`src/rtl/pcpi_dispatch.sv`:
```
// rtl/pcpi_dispatch.sv - PCPI sequencer for the shared RV32M multiply and divide units
// Claims enabled M-ext requests, drives one unit at a time and returns a registered response.
module pcpi_dispatch #(
  parameter int TIMEOUT_CYCLES = 64
) (
  input  logic        clk,
  input  logic        resetn,
  input  logic        pcpi_valid,
  input  logic [31:0] pcpi_insn,
  input  logic [31:0] pcpi_rs1,
  input  logic [31:0] pcpi_rs2,
  output logic        pcpi_wr,
  output logic [31:0] pcpi_rd,
  output logic        pcpi_wait,
  output logic        pcpi_ready,
  input  logic        mul_en,
  input  logic        div_en,
  output logic [31:0] unit_insn,
  output logic [31:0] unit_rs1,
  output logic [31:0] unit_rs2,
  output logic        pcpi_mul_valid,
  input  logic        pcpi_mul_wr,
  input  logic [31:0] pcpi_mul_rd,
  input  logic        pcpi_mul_wait,
  input  logic        pcpi_mul_ready,
  output logic        pcpi_div_valid,
  input  logic        pcpi_div_wr,
  input  logic [31:0] pcpi_div_rd,
  input  logic        pcpi_div_wait,
  input  logic        pcpi_div_ready,
  output logic        busy,
  output logic        timeout_evt
);
  localparam int CW = $clog2(TIMEOUT_CYCLES);
  localparam logic [CW-1:0] CNT_LAST = CW'(TIMEOUT_CYCLES - 1);

  typedef enum logic [1:0] {ST_IDLE, ST_BUSY, ST_RESP, ST_DRAIN} state_t;

  state_t        state_q, state_d;
  logic [CW-1:0] cnt_q, cnt_d;
  logic          sel_div_q, sel_div_d;
  logic [31:0]   unit_insn_q, unit_insn_d;
  logic [31:0]   unit_rs1_q, unit_rs1_d;
  logic [31:0]   unit_rs2_q, unit_rs2_d;
  logic          pcpi_wr_q, pcpi_wr_d;
  logic [31:0]   pcpi_rd_q, pcpi_rd_d;
  logic          pcpi_wait_q, pcpi_wait_d;
  logic          pcpi_ready_q, pcpi_ready_d;
  logic          mul_valid_q, mul_valid_d;
  logic          div_valid_q, div_valid_d;
  logic          busy_q, busy_d;
  logic          timeout_evt_q, timeout_evt_d;

  logic          is_mext, is_div, claim;
  logic          sel_ready, sel_wr;
  logic [31:0]   sel_rd;
  logic          unused_wait;

  // The units' own wait lines carry no information the watchdog needs.
  assign unused_wait = pcpi_mul_wait ^ pcpi_div_wait;

  assign is_mext = (pcpi_insn[6:0] == 7'b0110011) && (pcpi_insn[31:25] == 7'b0000001);
  assign is_div  = pcpi_insn[14];
  assign claim   = pcpi_valid && is_mext && (is_div ? div_en : mul_en);

  assign sel_ready = sel_div_q ? pcpi_div_ready : pcpi_mul_ready;
  assign sel_wr    = sel_div_q ? pcpi_div_wr    : pcpi_mul_wr;
  assign sel_rd    = sel_div_q ? pcpi_div_rd    : pcpi_mul_rd;

  always_comb begin
    state_d       = state_q;
    cnt_d         = cnt_q;
    sel_div_d     = sel_div_q;
    unit_insn_d   = unit_insn_q;
    unit_rs1_d    = unit_rs1_q;
    unit_rs2_d    = unit_rs2_q;
    pcpi_rd_d     = pcpi_rd_q;
    pcpi_wr_d     = 1'b0;
    timeout_evt_d = 1'b0;

    case (state_q)
      ST_IDLE: begin
        if (claim) begin
          state_d     = ST_BUSY;
          sel_div_d   = is_div;
          unit_insn_d = pcpi_insn;
          unit_rs1_d  = pcpi_rs1;
          unit_rs2_d  = pcpi_rs2;
          cnt_d       = '0;
        end
      end
      ST_BUSY: begin
        cnt_d = cnt_q + 1'b1;
        // A core abort outranks a response; a response on the last watchdog cycle outranks timeout.
        if (!pcpi_valid) begin
          state_d = ST_IDLE;
        end else if (sel_ready) begin
          state_d   = ST_RESP;
          pcpi_wr_d = sel_wr;
          pcpi_rd_d = sel_rd;
        end else if (cnt_q == CNT_LAST) begin
          state_d       = ST_DRAIN;
          timeout_evt_d = 1'b1;
        end
      end
      ST_RESP: begin
        state_d = ST_DRAIN;
      end
      ST_DRAIN: begin
        if (!pcpi_valid) state_d = ST_IDLE;
      end
      default: begin
        state_d = ST_IDLE;
      end
    endcase

    pcpi_wait_d  = (state_d == ST_BUSY);
    mul_valid_d  = (state_d == ST_BUSY) && !sel_div_d;
    div_valid_d  = (state_d == ST_BUSY) && sel_div_d;
    pcpi_ready_d = (state_d == ST_RESP);
    busy_d       = (state_d != ST_IDLE);
  end

  always_ff @(posedge clk or negedge resetn) begin
    if (!resetn) begin
      state_q       <= ST_IDLE;
      cnt_q         <= '0;
      sel_div_q     <= 1'b0;
      unit_insn_q   <= '0;
      unit_rs1_q    <= '0;
      unit_rs2_q    <= '0;
      pcpi_wr_q     <= 1'b0;
      pcpi_rd_q     <= '0;
      pcpi_wait_q   <= 1'b0;
      pcpi_ready_q  <= 1'b0;
      mul_valid_q   <= 1'b0;
      div_valid_q   <= 1'b0;
      busy_q        <= 1'b0;
      timeout_evt_q <= 1'b0;
    end else begin
      state_q       <= state_d;
      cnt_q         <= cnt_d;
      sel_div_q     <= sel_div_d;
      unit_insn_q   <= unit_insn_d;
      unit_rs1_q    <= unit_rs1_d;
      unit_rs2_q    <= unit_rs2_d;
      pcpi_wr_q     <= pcpi_wr_d;
      pcpi_rd_q     <= pcpi_rd_d;
      pcpi_wait_q   <= pcpi_wait_d;
      pcpi_ready_q  <= pcpi_ready_d;
      mul_valid_q   <= mul_valid_d;
      div_valid_q   <= div_valid_d;
      busy_q        <= busy_d;
      timeout_evt_q <= timeout_evt_d;
    end
  end

  assign pcpi_wr        = pcpi_wr_q;
  assign pcpi_rd        = pcpi_rd_q;
  assign pcpi_wait      = pcpi_wait_q;
  assign pcpi_ready     = pcpi_ready_q;
  assign unit_insn      = unit_insn_q;
  assign unit_rs1       = unit_rs1_q;
  assign unit_rs2       = unit_rs2_q;
  assign pcpi_mul_valid = mul_valid_q;
  assign pcpi_div_valid = div_valid_q;
  assign busy           = busy_q;
  assign timeout_evt    = timeout_evt_q;
endmodule
```
`config.mk`:
```
export PLATFORM = sky130hd
export DESIGN_NAME = pcpi_dispatch
export DESIGN_NICKNAME = d
export VERILOG_FILES = /design/src/rtl/pcpi_dispatch.sv
export SDC_FILE = /design/constraint.sdc
export NUM_CORES = 1
export LEC_CHECK = 0
export ABC_CLOCK_PERIOD_IN_PS = 2300
export BUFFER_PORTS_ARGS = -buffer_cell sky130_fd_sc_hd__clkbuf_2
export CORE_MARGIN = 1.5
export CORE_UTILIZATION = 42
export CTS_CLUSTER_SIZE = 20
export DETAILED_ROUTE_END_ITERATION = 10
export GPL_TIMING_DRIVEN = 0
export PLACE_DENSITY = 0.75
export SLEW_MARGIN = 20
export SYNTH_ARGS = -nofsm -noshare
export SYNTH_HDL_FRONTEND = slang
export SYNTH_SLANG_ARGS = --single-unit
```
`constraint.sdc`:
```
create_clock -name clk -period 2.3 [get_ports clk]
set_input_delay 0.115 -clock clk [delete_from_list [all_inputs] [get_ports clk]]
set_output_delay 0.115 -clock clk [all_outputs]
set_load 0.01 [all_outputs]
```
* After elaboration in Yosys (flattened, before gate mapping)
Index checks and enable logic that the tools add are counted.
Word-level totals: bits in registers 144, output and inout port bits 135, word-level logic and storage cells 57
Operators by class: $add $sub $neg 1, eq/ne operators 9, mux-type cells 21, reductions and logical operators 12
Operators by type and width (count):
- 2-to-1 mux 32 bit | 1
- 2-to-1 mux 1 bit | 12
- case mux 6 bit (2 select lines) | 1
- 2-to-1 mux 2 bit | 5
- case mux 2 bit (4 select lines) | 1
- equality test 7 x 1 -> 1 bit, second input constant | 1
- equality test 7 x 6 -> 1 bit, second input constant | 1
- adder 6 x 1 -> 6 bit, second input constant | 1
- equality test 2 bit, second input constant | 3
- equality test 6 bit, second input constant | 1
- 2-to-1 mux 6 bit | 1
- logical AND 1 bit | 5
- equality test 2 x 1 -> 1 bit, second input constant | 2
- AND reduction 2 bit | 2
- nonzero test 2 bit | 2
- AND reduction 3 bit | 1
- zero test 2 bit | 1
- != test 2 bit, second input constant | 1
- zero test 1 bit | 1

* Logic depth before layout (Yosys ltp)
Gate-level depths: netlist (run 1).
word-level depth 8, gate-level depth with buffers 7

* Least setup slack after synthesis (run 1)
No wires, ideal clock.
path kind reg2reg, start register state_q[1], end register unit_insn_q[19], in the netlist unit_insn[19], library setup time 0.127 ns, data arrival time 1.483 ns, required time 2.173 ns, setup slack 0.690 ns, stages on the path, launching flop included 7, cells stage by stage dfrtp_1 > nor4_4 > nand4_4 > nor2_2 > buf_6 > buf_6 > mux2_1
On the way: word-level cells in the longest chain between the ends 2
Ends and longest elaborated chain:
- start: declaration | RTL line 39 | state_t state_q, state_d;
- start signal: assignment | RTL line 141 | state_q <= state_d;
- zero test 2 bit | RTL line 81 | case (state_q)
- AND reduction 2 bit (no source line)
- end signal: assignment | RTL line 144 | unit_insn_q <= unit_insn_d;
- end: declaration | RTL line 42 | logic [31:0] unit_insn_q, unit_insn_d;
No other way between the ends. A chain may end at the register's enable or synchronous reset.

* Worst setup path after layout (run 1)
start register sel_div_q, end register pcpi_rd_q[30], in the netlist pcpi_rd[30]
On the way: word-level cells in the longest chain between the ends 2, elaborated cells between the ends (all ways) 3, those cells by class 2 x mux; 1 x reduce/logical
Ends and longest elaborated chain:
- start: declaration | RTL line 41 | logic sel_div_q, sel_div_d;
- start signal: assignment | RTL line 143 | sel_div_q <= sel_div_d;
- 2-to-1 mux 1 bit | RTL line 66 | assign sel_ready = sel_div_q ? pcpi_div_ready : pcpi_mul_ready;
- AND reduction 3 bit (no source line)
- end signal: assignment | RTL line 148 | pcpi_rd_q <= pcpi_rd_d;
- end: declaration | RTL line 46 | logic [31:0] pcpi_rd_q, pcpi_rd_d;
Several ways; a longest one is shown, not always the timed one.

==> flow_summary.json, run 1 <==
{
  "status": "completed",
  "numCtsBuffers": 17,
  "fin_setup_tns_ns": 0,
  "crit_end": "pcpi_rd[30]",
  "insertion_delay_ns": 0.42,
  "reg2reg_depth": 5,
  "multi_input_area_sq_mm": 0.00200,
  "detail-route-antenna-nets": 0,
  "cp.arrival_ns": 2.49,
  "fp.coreArea_sq_mm": 0.0133,
  "dieArea_sq_mm": 0.0145,
  "p_leak_uw": 0.00514,
  "yosysSeqAreaShare": 0.624,
  "min_path_type": "input pin to flip-flop",
  "drive_gt1_frac": 0.431,
  "drt_drc_violations_left": 0,
  "worst_slew_pin_slew_ns": 0.617,
  "rsz0062_at_grt": "no",
  "fillCellCount": 906,
  "synth_edf_count": 0,
  "dp_hpwl_mm": 11.7,
  "synth_top_area_frac": 0.624,
  "antenna_cells": 0,
  "grt_pass1_wl_mm": 29.1,
  "crit_required_ns": 2.60,
  "setup_viol": 0,
  "layout_min_cycle_time_ns": 2.19,
  "max_freq_ghz": 0.456,
  "first_iter_violations": 247,
  "worstSetupStartpointType": "flip-flop",
  "tritoncts": "yes",
  "p_per_area_mw_per_mm2": 595,
  "viasPerCell": 4.97,
  "netlist_instances": 419,
  "ir_worst_vdd_mv": 0.394,
  "cp-startpoint": "sel_div_q",
  "clockBufferDepth": 2,
  "gr-total-overflow": 0,
  "seqCellArea_sq_mm": 0.00360,
  "h-tree-depth": 4,
  "mostFrequentLayoutCell": "clkbuf_2",
  "grt_max_degree": 81,
  "grt_antenna_before_repair": 0,
  "critPathCaptureType": "flip-flop",
  "ys_ff_latch": 144,
  "slew_violations": 0,
  "area_growth_pct": 61.9,
  "grt_pass1_vias": 5662,
  "first_pass_iters": 4,
  "maxCapViolations": 0,
  "cts_root_buf": "clkbuf_16",
  "synth_area_sq_mm": 0.00578,
  "layout_common_cells": "clkbuf_2, dfrtp_1, dlygate4sd3_1",
  "track_usage": 0.266,
  "totalWireLength_mm": 19.0,
  "rr_startpoint": "sel_div_q",
  "synth.area.top_cells": "dfrtp_1, mux2_1, mux2i_1",
  "avgSynthCellArea_sq_um": 13.8,
  "cts.clk_slew.worst_paths_ns": 0.06,
  "synth_nets": 591,
  "final_area_sq_mm": 0.00936,
  "numClockSinks": 144,
  "synth-async-reset-ratio": 1.00,
  "r2r-end": "pcpi_rd[30]",
  "place_congestion": 0.853,
  "fin_worst_skew_ns": 0.00713,
  "yosysUniqueCellTypes": 38,
  "slew_headroom": 0.588,
  "yosys_warnings": 0,
  "io_buffers": 303,
  "fin_crit_sh": 0.954,
  "die_h_um": 120,
  "synth.largest_area_cell": "dfrtp_1",
  "nets": 1038,
  "die_x_um": 120,
  "reg2reg_slack_ns": 0.11,
  "crit_type": "flip-flop to flip-flop",
  "start_util": 0.433,
  "cp_max_fo": 19,
  "pin_count": 306,
  "rows": 42,
  "hold_violations": 0,
  "wl_per_cell_um": 18.0,
  "synth_ff_type": "dfrtp_1",
  "place_area_sq_mm": 0.00755,
  "num_vias": 5239
}
==> state kept, by name, indices dropped and copies added, names as in the netlist <==
signal / cells
timeout_evt: 1
busy: 1
cnt_q: 6
unit_insn: 32
unit_rs1: 32
unit_rs2: 32
sel_div_q: 1
pcpi_div_valid: 1
state_q: 2
pcpi_wr: 1
pcpi_wait: 1
pcpi_rd: 32
pcpi_ready: 1
pcpi_mul_valid: 1
==> cells in the mapped netlist, drive strengths merged, types with 2 or more instances <==
cell type and instances:
or2b 5, a21o 2, o211ai 2, nand4 2, inv 5, buf 20
nand3 4, nor3 3, nor2b 3, and2 10, o21ai 39, nand2 39
clkbuf 3, nor2 5, dfrtp 144, mux2 83, mux2i 35
==> report_power, final <==
group	internal [uW]	switching (uW)
clock network	1590	1020
registers	2540	1.22
logic	263	157
==> cell families after synthesis <==
family | after synthesis | synth area share
xor gates and xnor gates | 1 | 0.00152
DFF | 144 | 0.624
adders and majority gates | 1 | 0.00216
AOI/OAI and AO/OA | 48 | 0.0459
muxes | 118 | 0.222
buffers and inverters | 28 | 0.0310
and+or+nand+nor | 79 | 0.0736
==> critical path, cell delays in order, from the launching register on <==
cell           delay, ns
dfrtp_1             0.33
buf_4               0.31
buf_1               0.53
mux2i_1             0.26
dlygate4sd3_1       0.58
o21ai_0             0.07
==> worst min-delay path by stage <==
stage | from | end | slack, ns | depth (start not counted)
2_1_floorplan | resetn | busy | -0.18 | 0
3_3_place_gp | pcpi_insn[20] | unit_insn[20] | 0.33 | 2
3_5_place_dp | resetn | unit_rs2[11] | 0.13 | 1
4_1_cts | pcpi_mul_rd[1] | pcpi_rd[1] | 0.0004 | 3
5_1_grt | pcpi_mul_rd[8] | pcpi_rd[8] | 0.02 | 3
6_report | pcpi_mul_rd[21] | pcpi_rd[21] | 0.02 | 3
==> repair_timing <==
action                                  4_1_cts  5_1_grt
setup buffers                                 0        0
hold buffers                                125        0
endpoints found under the hold margin       170        0
resized for setup                             0        2
endpoints found under the setup margin        0        7
==> stage by stage <==
stage	util	hold slack, ns	power (uW)	instances	setup WS [ns]
floorplan	-	-0.181	2610	419	0.690
global placement	0.563	0.332	2810	898	-1.07
detailed placement	0.566	0.132	2820	899	0.317
CTS	0.701	0.000410	5590	1056	0.112
global route	0.701	0.0156	5770	1055	0.0335
finish	0.701	0.0168	5570	1055	0.105
==> cell type report <==
class / instances / area share
Sequential cell: 144 / 0.385
Timing Repair Buffer: 429 / 0.300
Multi-Input combinational cell: 247 / 0.213
Clock buffer: 21 / 0.0471
Tap cell: 176 / 0.0235
Buffer: 22 / 0.0168
Clock inverter: 11 / 0.0124
Inverter: 5 / 0.00201
==> routing by layer <==
metal	share of wire	wire length, um	track usage	up-vias
li1	-	-	-	2350
met1	0.37	6970	0.285	2543
met2	0.51	9770	0.466	279
met3	0.072	1370	0.0726	67
met4	0.049	924	0.163	0
met5	0	0	0	-
Power figures use the tool's default switching activity.
==> run 2: changes to the inputs <==
--- a/config.mk
+++ b/config.mk
@@ -7,12 +7,14 @@
 export LEC_CHECK = 0
 export ABC_CLOCK_PERIOD_IN_PS = 2300
 export BUFFER_PORTS_ARGS = -buffer_cell sky130_fd_sc_hd__clkbuf_2
+export CELL_PAD_IN_SITES_DETAIL_PLACEMENT = 1
+export CELL_PAD_IN_SITES_GLOBAL_PLACEMENT = 1
 export CORE_MARGIN = 1.5
-export CORE_UTILIZATION = 42
+export CORE_UTILIZATION = 34
 export CTS_CLUSTER_SIZE = 20
 export DETAILED_ROUTE_END_ITERATION = 10
 export GPL_TIMING_DRIVEN = 0
-export PLACE_DENSITY = 0.75
+export PLACE_DENSITY_LB_ADDON = 0.1
 export SLEW_MARGIN = 20
 export SYNTH_ARGS = -nofsm -noshare
 export SYNTH_HDL_FRONTEND = slang
==> flow_summary.json, run 2 (same netlist as run 1, synthesis figures left out) <==
{
  "stdcell_count": 1096,
  "insertion_delay_ns": 0.42,
  "slew_headroom": 0.514,
  "gr-total-overflow": 0,
  "tritoncts": "yes",
  "clockBufferDepth": 2,
  "worst_slew_pin_slew_ns": 0.730,
  "cts.clk_slew.worst_paths_ns": 0.06,
  "h-tree-depth": 4,
  "post_cts.repair.setup_buffers": 0,
  "crit_type": "flip-flop to flip-flop",
  "worstSetupStartpointType": "flip-flop",
  "numClockSinks": 144,
  "rr_startpoint": "sel_div_q",
  "drive_gt1_frac": 0.438,
  "ir_worst_vdd_mv": 0.485,
  "first_pass_iters": 4,
  "pin_count": 306,
  "final_core_util": 0.567,
  "dieArea_sq_mm": 0.0178,
  "grt_antenna_before_repair": 1,
  "io_buffers": 303,
  "nets": 1034,
  "reg2reg_depth": 5,
  "hold_violations": 0,
  "place_congestion": 0.758,
  "crit_end": "pcpi_rd[25]",
  "fin_worst_skew_ns": 0.00981,
  "cp.arrival_ns": 2.44,
  "place_area_sq_mm": 0.00761,
  "cp_max_fo": 10,
  "min_path_type": "input pin to flip-flop",
  "rsz0062_at_grt": "no",
  "fp.coreArea_sq_mm": 0.0166,
  "cp-startpoint": "sel_div_q",
  "grt_pass1_vias": 5684,
  "area_growth_pct": 62.7,
  "seqCellArea_sq_mm": 0.00360,
  "crit_required_ns": 2.59,
  "total_power_uw": 5690,
  "totalWireLength_mm": 19.1,
  "drt_drc_violations_left": 0,
  "p_per_area_mw_per_mm2": 605,
  "grt_max_degree": 76,
  "multi_input_area_sq_mm": 0.00200,
  "cts_root_buf": "clkbuf_16",
  "wl_per_cell_um": 17.4,
  "mostFrequentLayoutCell": "clkbuf_2",
  "dp_hpwl_mm": 12.8,
  "post-place-cells": 943,
  "grt_pass1_wl_mm": 30.6,
  "fillCellCount": 1790,
  "p_leak_uw": 0.00513,
  "numCtsBuffers": 17,
  "viasPerCell": 4.60,
  "die_x_um": 133,
  "setup_viol": 0,
  "track_usage": 0.224,
  "maxCapViolations": 0,
  "layout_min_cycle_time_ns": 2.14,
  "start_util": 0.348,
  "die_h_um": 133,
  "critPathCaptureType": "flip-flop",
  "slew_violations": 0,
  "layout_common_cells": "clkbuf_2, dfrtp_1, dlygate4sd3_1",
  "max_freq_ghz": 0.467,
  "status": "completed",
  "rows": 47,
  "r2r-end": "pcpi_rd[25]",
  "holdWs_ns": 0.00183,
  "first_iter_violations": 122,
  "fin_crit_sh": 0.932,
  "num_vias": 5047,
  "final_area_sq_mm": 0.00940,
  "detail-route-antenna-nets": 0,
  "reg2reg_slack_ns": 0.16
}
run 2: cell count changes in the layout (fill, tap and decap cells not counted), moves of 2 or more:
cell / delta
clkinvlp_4: +3
dlygate4sd3_1: -5
clkinv_2: -3
clkbuf_8: +2
clkbuf_1: -3
inv_6: +2
run 2: worst max-delay path: stages (launching register included):
cell and delay (ns):
dfrtp_1 0.33, buf_4 0.20, buf_1 0.58, mux2i_1 0.26, dlygate4sd3_1 0.57, o21ai_0 0.08
run 2: repair_timing:
item	in CTS	in global routing
resized for setup	0	2
endpoints found under the hold margin	173	0
hold buffers	120	0
setup endpoints to repair	0	3
run 2: worst min-delay path by stage:
stage | to | slack [ns] | from | cells past startpoint
CTS | pcpi_rd[9] | 0.0004 | pcpi_div_rd[9] | 3
floorplan | busy | -0.18 | resetn | 0
finish | pcpi_rd[1] | 0.002 | pcpi_div_rd[1] | 3
global route | pcpi_rd[9] | 0.02 | pcpi_div_rd[9] | 3
global placement | unit_rs2[9] | 0.33 | pcpi_rs2[9] | 2
detailed placement | unit_rs2[9] | 0.15 | resetn | 1
run 2: where the power goes:
group	switching (uW)	internal, uW
sequential	1.13	2540
clock	1090	1660
combinational	153	258
run 2: area by class of cell:
| type | instances | share of cell area |
|---|---|---|
| well taps | 220 | 0.0293 |
| clock inverters | 12 | 0.0141 |
| repair buffers | 424 | 0.293 |
| clock buffers | 20 | 0.0486 |
| multi-input cells | 247 | 0.212 |
| diodes | 1 | 0.000266 |
| flip-flops and latches | 144 | 0.383 |
| inverters | 5 | 0.00200 |
| plain buffers | 23 | 0.0173 |
run 2: per-layer routing:
metal | vias up | part of all wire | GRT usage | wire (um)
li1 | 2342 | - | - | -
met1 | 2472 | 0.39 | 0.248 | 7370
met2 | 209 | 0.53 | 0.413 | 10100
met3 | 24 | 0.067 | 0.0666 | 1280
met4 | 0 | 0.016 | 0.0682 | 315
met5 | - | 0 | 0 | 0
run 2: metrics by stage:
stage | TNS (ns) | worst slack [ns]
4_1_cts | 0 | 0.117
2_1_floorplan | 0 | 0.690
3_5_place_dp | 0 | 0.369
5_1_grt | 0 | 0.0334
3_3_place_gp | -178.11 | -1.25
6_report | 0 | 0.157
==> run 3: changes to the inputs <==
--- a/config.mk
+++ b/config.mk
@@ -5,7 +5,7 @@
 export SDC_FILE = /design/constraint.sdc
 export NUM_CORES = 1
 export LEC_CHECK = 0
-export ABC_CLOCK_PERIOD_IN_PS = 2300
+export ABC_CLOCK_PERIOD_IN_PS = 2280
 export BUFFER_PORTS_ARGS = -buffer_cell sky130_fd_sc_hd__clkbuf_2
 export CELL_PAD_IN_SITES_DETAIL_PLACEMENT = 1
 export CELL_PAD_IN_SITES_GLOBAL_PLACEMENT = 1
@@ -15,7 +15,6 @@
 export DETAILED_ROUTE_END_ITERATION = 10
 export GPL_TIMING_DRIVEN = 0
 export PLACE_DENSITY_LB_ADDON = 0.1
-export SLEW_MARGIN = 20
 export SYNTH_ARGS = -nofsm -noshare
 export SYNTH_HDL_FRONTEND = slang
 export SYNTH_SLANG_ARGS = --single-unit
==> constraint.sdc (replaced) <==
create_clock -name clk -period 2.28 [get_ports clk]
set_input_delay 0.114 -clock clk [delete_from_list [all_inputs] [get_ports clk]]
set_output_delay 0.114 -clock clk [all_outputs]
set_load 0.01 [all_outputs]
==> flow_summary.json, run 3 (same netlist as run 1, synthesis figures left out) <==
{
  "fillCellCount": 1790,
  "rows": 47,
  "slew_headroom": 0.510,
  "crit_chain": "buf_4 > buf_1 > mux2i_1 > dlygate4sd3_1 > o21ai_0",
  "p_int_uw": 4490,
  "final_core_util": 0.568,
  "p_per_area_mw_per_mm2": 610,
  "die_h_um": 133,
  "numCtsBuffers": 17,
  "maxCapViolations": 0,
  "viasPerCell": 4.60,
  "drt_drc_violations_left": 0,
  "grt_max_degree": 76,
  "total_power_uw": 5740,
  "seqCellArea_sq_mm": 0.00360,
  "first_pass_iters": 6,
  "totalWireLength_mm": 19.2,
  "place_congestion": 0.758,
  "wl_per_cell_um": 17.5,
  "insertion_delay_ns": 0.42,
  "first_iter_violations": 141,
  "p_leak_uw": 0.00514,
  "cts.clk_slew.worst_paths_ns": 0.06,
  "drive_gt1_frac": 0.437,
  "fp.coreArea_sq_mm": 0.0166,
  "grt_pass1_vias": 5705,
  "gr-total-overflow": 0,
  "fin_worst_skew_ns": 0.0100,
  "crit_required_ns": 2.58,
  "mostFrequentLayoutCell": "clkbuf_2",
  "ir_worst_vdd_mv": 0.491,
  "num_vias": 5055,
  "clockPowerShare": 0.482,
  "status": "completed",
  "grt_antenna_before_repair": 1,
  "max_stage_delay_ns": 0.59,
  "grt_pass1_wl_mm": 30.6,
  "numClockSinks": 144,
  "hold_violations": 0,
  "worst_slew_pin_slew_ns": 0.736,
  "pin_count": 306,
  "switching_share": 0.218,
  "seqPwrFrac": 0.445,
  "fin_crit_sh": 0.941,
  "track_usage": 0.225,
  "critPathCaptureType": "flip-flop",
  "cp.arrival_ns": 2.44,
  "dieArea_sq_mm": 0.0178,
  "rsz0062_at_grt": "no",
  "cp_max_fo": 10,
  "slew_violations": 0,
  "layout_common_cells": "clkbuf_2, dfrtp_1, dlygate4sd3_1",
  "worstSetupStartpointType": "flip-flop",
  "tritoncts": "yes",
  "p_comb_frac": 0.073,
  "setup_viol": 0,
  "clockBufferDepth": 2,
  "cp_slowest_cell": "buf_1",
  "area_growth_pct": 63.0,
  "io_buffers": 303,
  "dp_hpwl_mm": 12.8,
  "post_cts.repair.setup_buffers": 0,
  "crit_type": "flip-flop to flip-flop",
  "cts_root_buf": "clkbuf_16",
  "max_freq_ghz": 0.466,
  "nets": 1036,
  "die_x_um": 133,
  "power.switching_uw": 1250,
  "h-tree-depth": 4,
  "multi_input_area_sq_mm": 0.00200,
  "layout_min_cycle_time_ns": 2.15,
  "detail-route-antenna-nets": 0,
  "min_path_type": "input pin to flip-flop",
  "start_util": 0.348
}
[run 3: per-layer routing]
metal / up-vias / wire (um) / track usage
met2: 200 / 10100 / 0.413
met5: - / 0 / 0
met4: 0 / 360 / 0.0707
li1: 2346 / - / -
met1: 2481 / 7410 / 0.248
met3: 28 / 1260 / 0.0670
[run 3: power groups by stage]
stage	logic [uW]	registers [uW]	clock network (uW)
floorplan	28.6	2610	0
global placement	227	2610	0
detailed placement	243	2610	0
CTS	412	2560	2830
global route	456	2560	2950
finish	417	2560	2770
[run 3: worst paths after layout]
check	from	endpoint	slack, ns	depth (start not counted)
max in group asynchronous	resetn	pcpi_rd[17]	1.23	3
setup reg to reg	sel_div_q	pcpi_rd[25]	0.13	5
hold / removal	pcpi_div_rd[1]	pcpi_rd[1]	0.00002	3
min in group asynchronous	resetn	unit_rs2[8]	0.27	2
hold reg to reg	unit_insn[5]	unit_insn[5]	0.47	1
setup / recovery	sel_div_q	pcpi_rd[25]	0.13	5
[run 3: repair_timing]
item	4_1_cts	5_1_grt
resized for setup	0	2
hold buffers	122	0
endpoints found under the setup margin	0	4
endpoints found under the hold margin	174	0
[run 3: stage by stage]
step	cells	setup TNS [ns]	hold WS, ns	worst slack, ns	instance area, sq um
6_report	1098	0	0.0000214	0.134	9420
4_1_cts	1097	0	0.0000469	0.0969	9420
3_3_place_gp	942	-180.85	0.332	-1.27	7570
2_1_floorplan	419	0	-0.182	0.670	5780
5_1_grt	1098	0	0.0232	0.0134	9420
3_5_place_dp	943	0	0.151	0.349	7610
[run 3: critical path: cells and delay by family, from the launching register on]
| family | cells | cell delay [ns] |
|---|---|---|
| buffers and inverters | 3 | 1.36 |
| flip-flops | 1 | 0.33 |
| multiplexers | 1 | 0.26 |
| AO/OA/AOI/OAI | 1 | 0.08 |
[run 3: area by class of cell]
| class | instances | area share |
|---|---|---|
| timing repair buffer | 426 | 0.294 |
| sequential | 144 | 0.382 |
| inverter | 5 | 0.00199 |
| clock buffer | 20 | 0.0485 |
| buffer | 23 | 0.0173 |
| multi-input combinational | 247 | 0.212 |
| tap | 220 | 0.0292 |
| clock inverter | 12 | 0.0141 |
| antenna | 1 | 0.000266 |
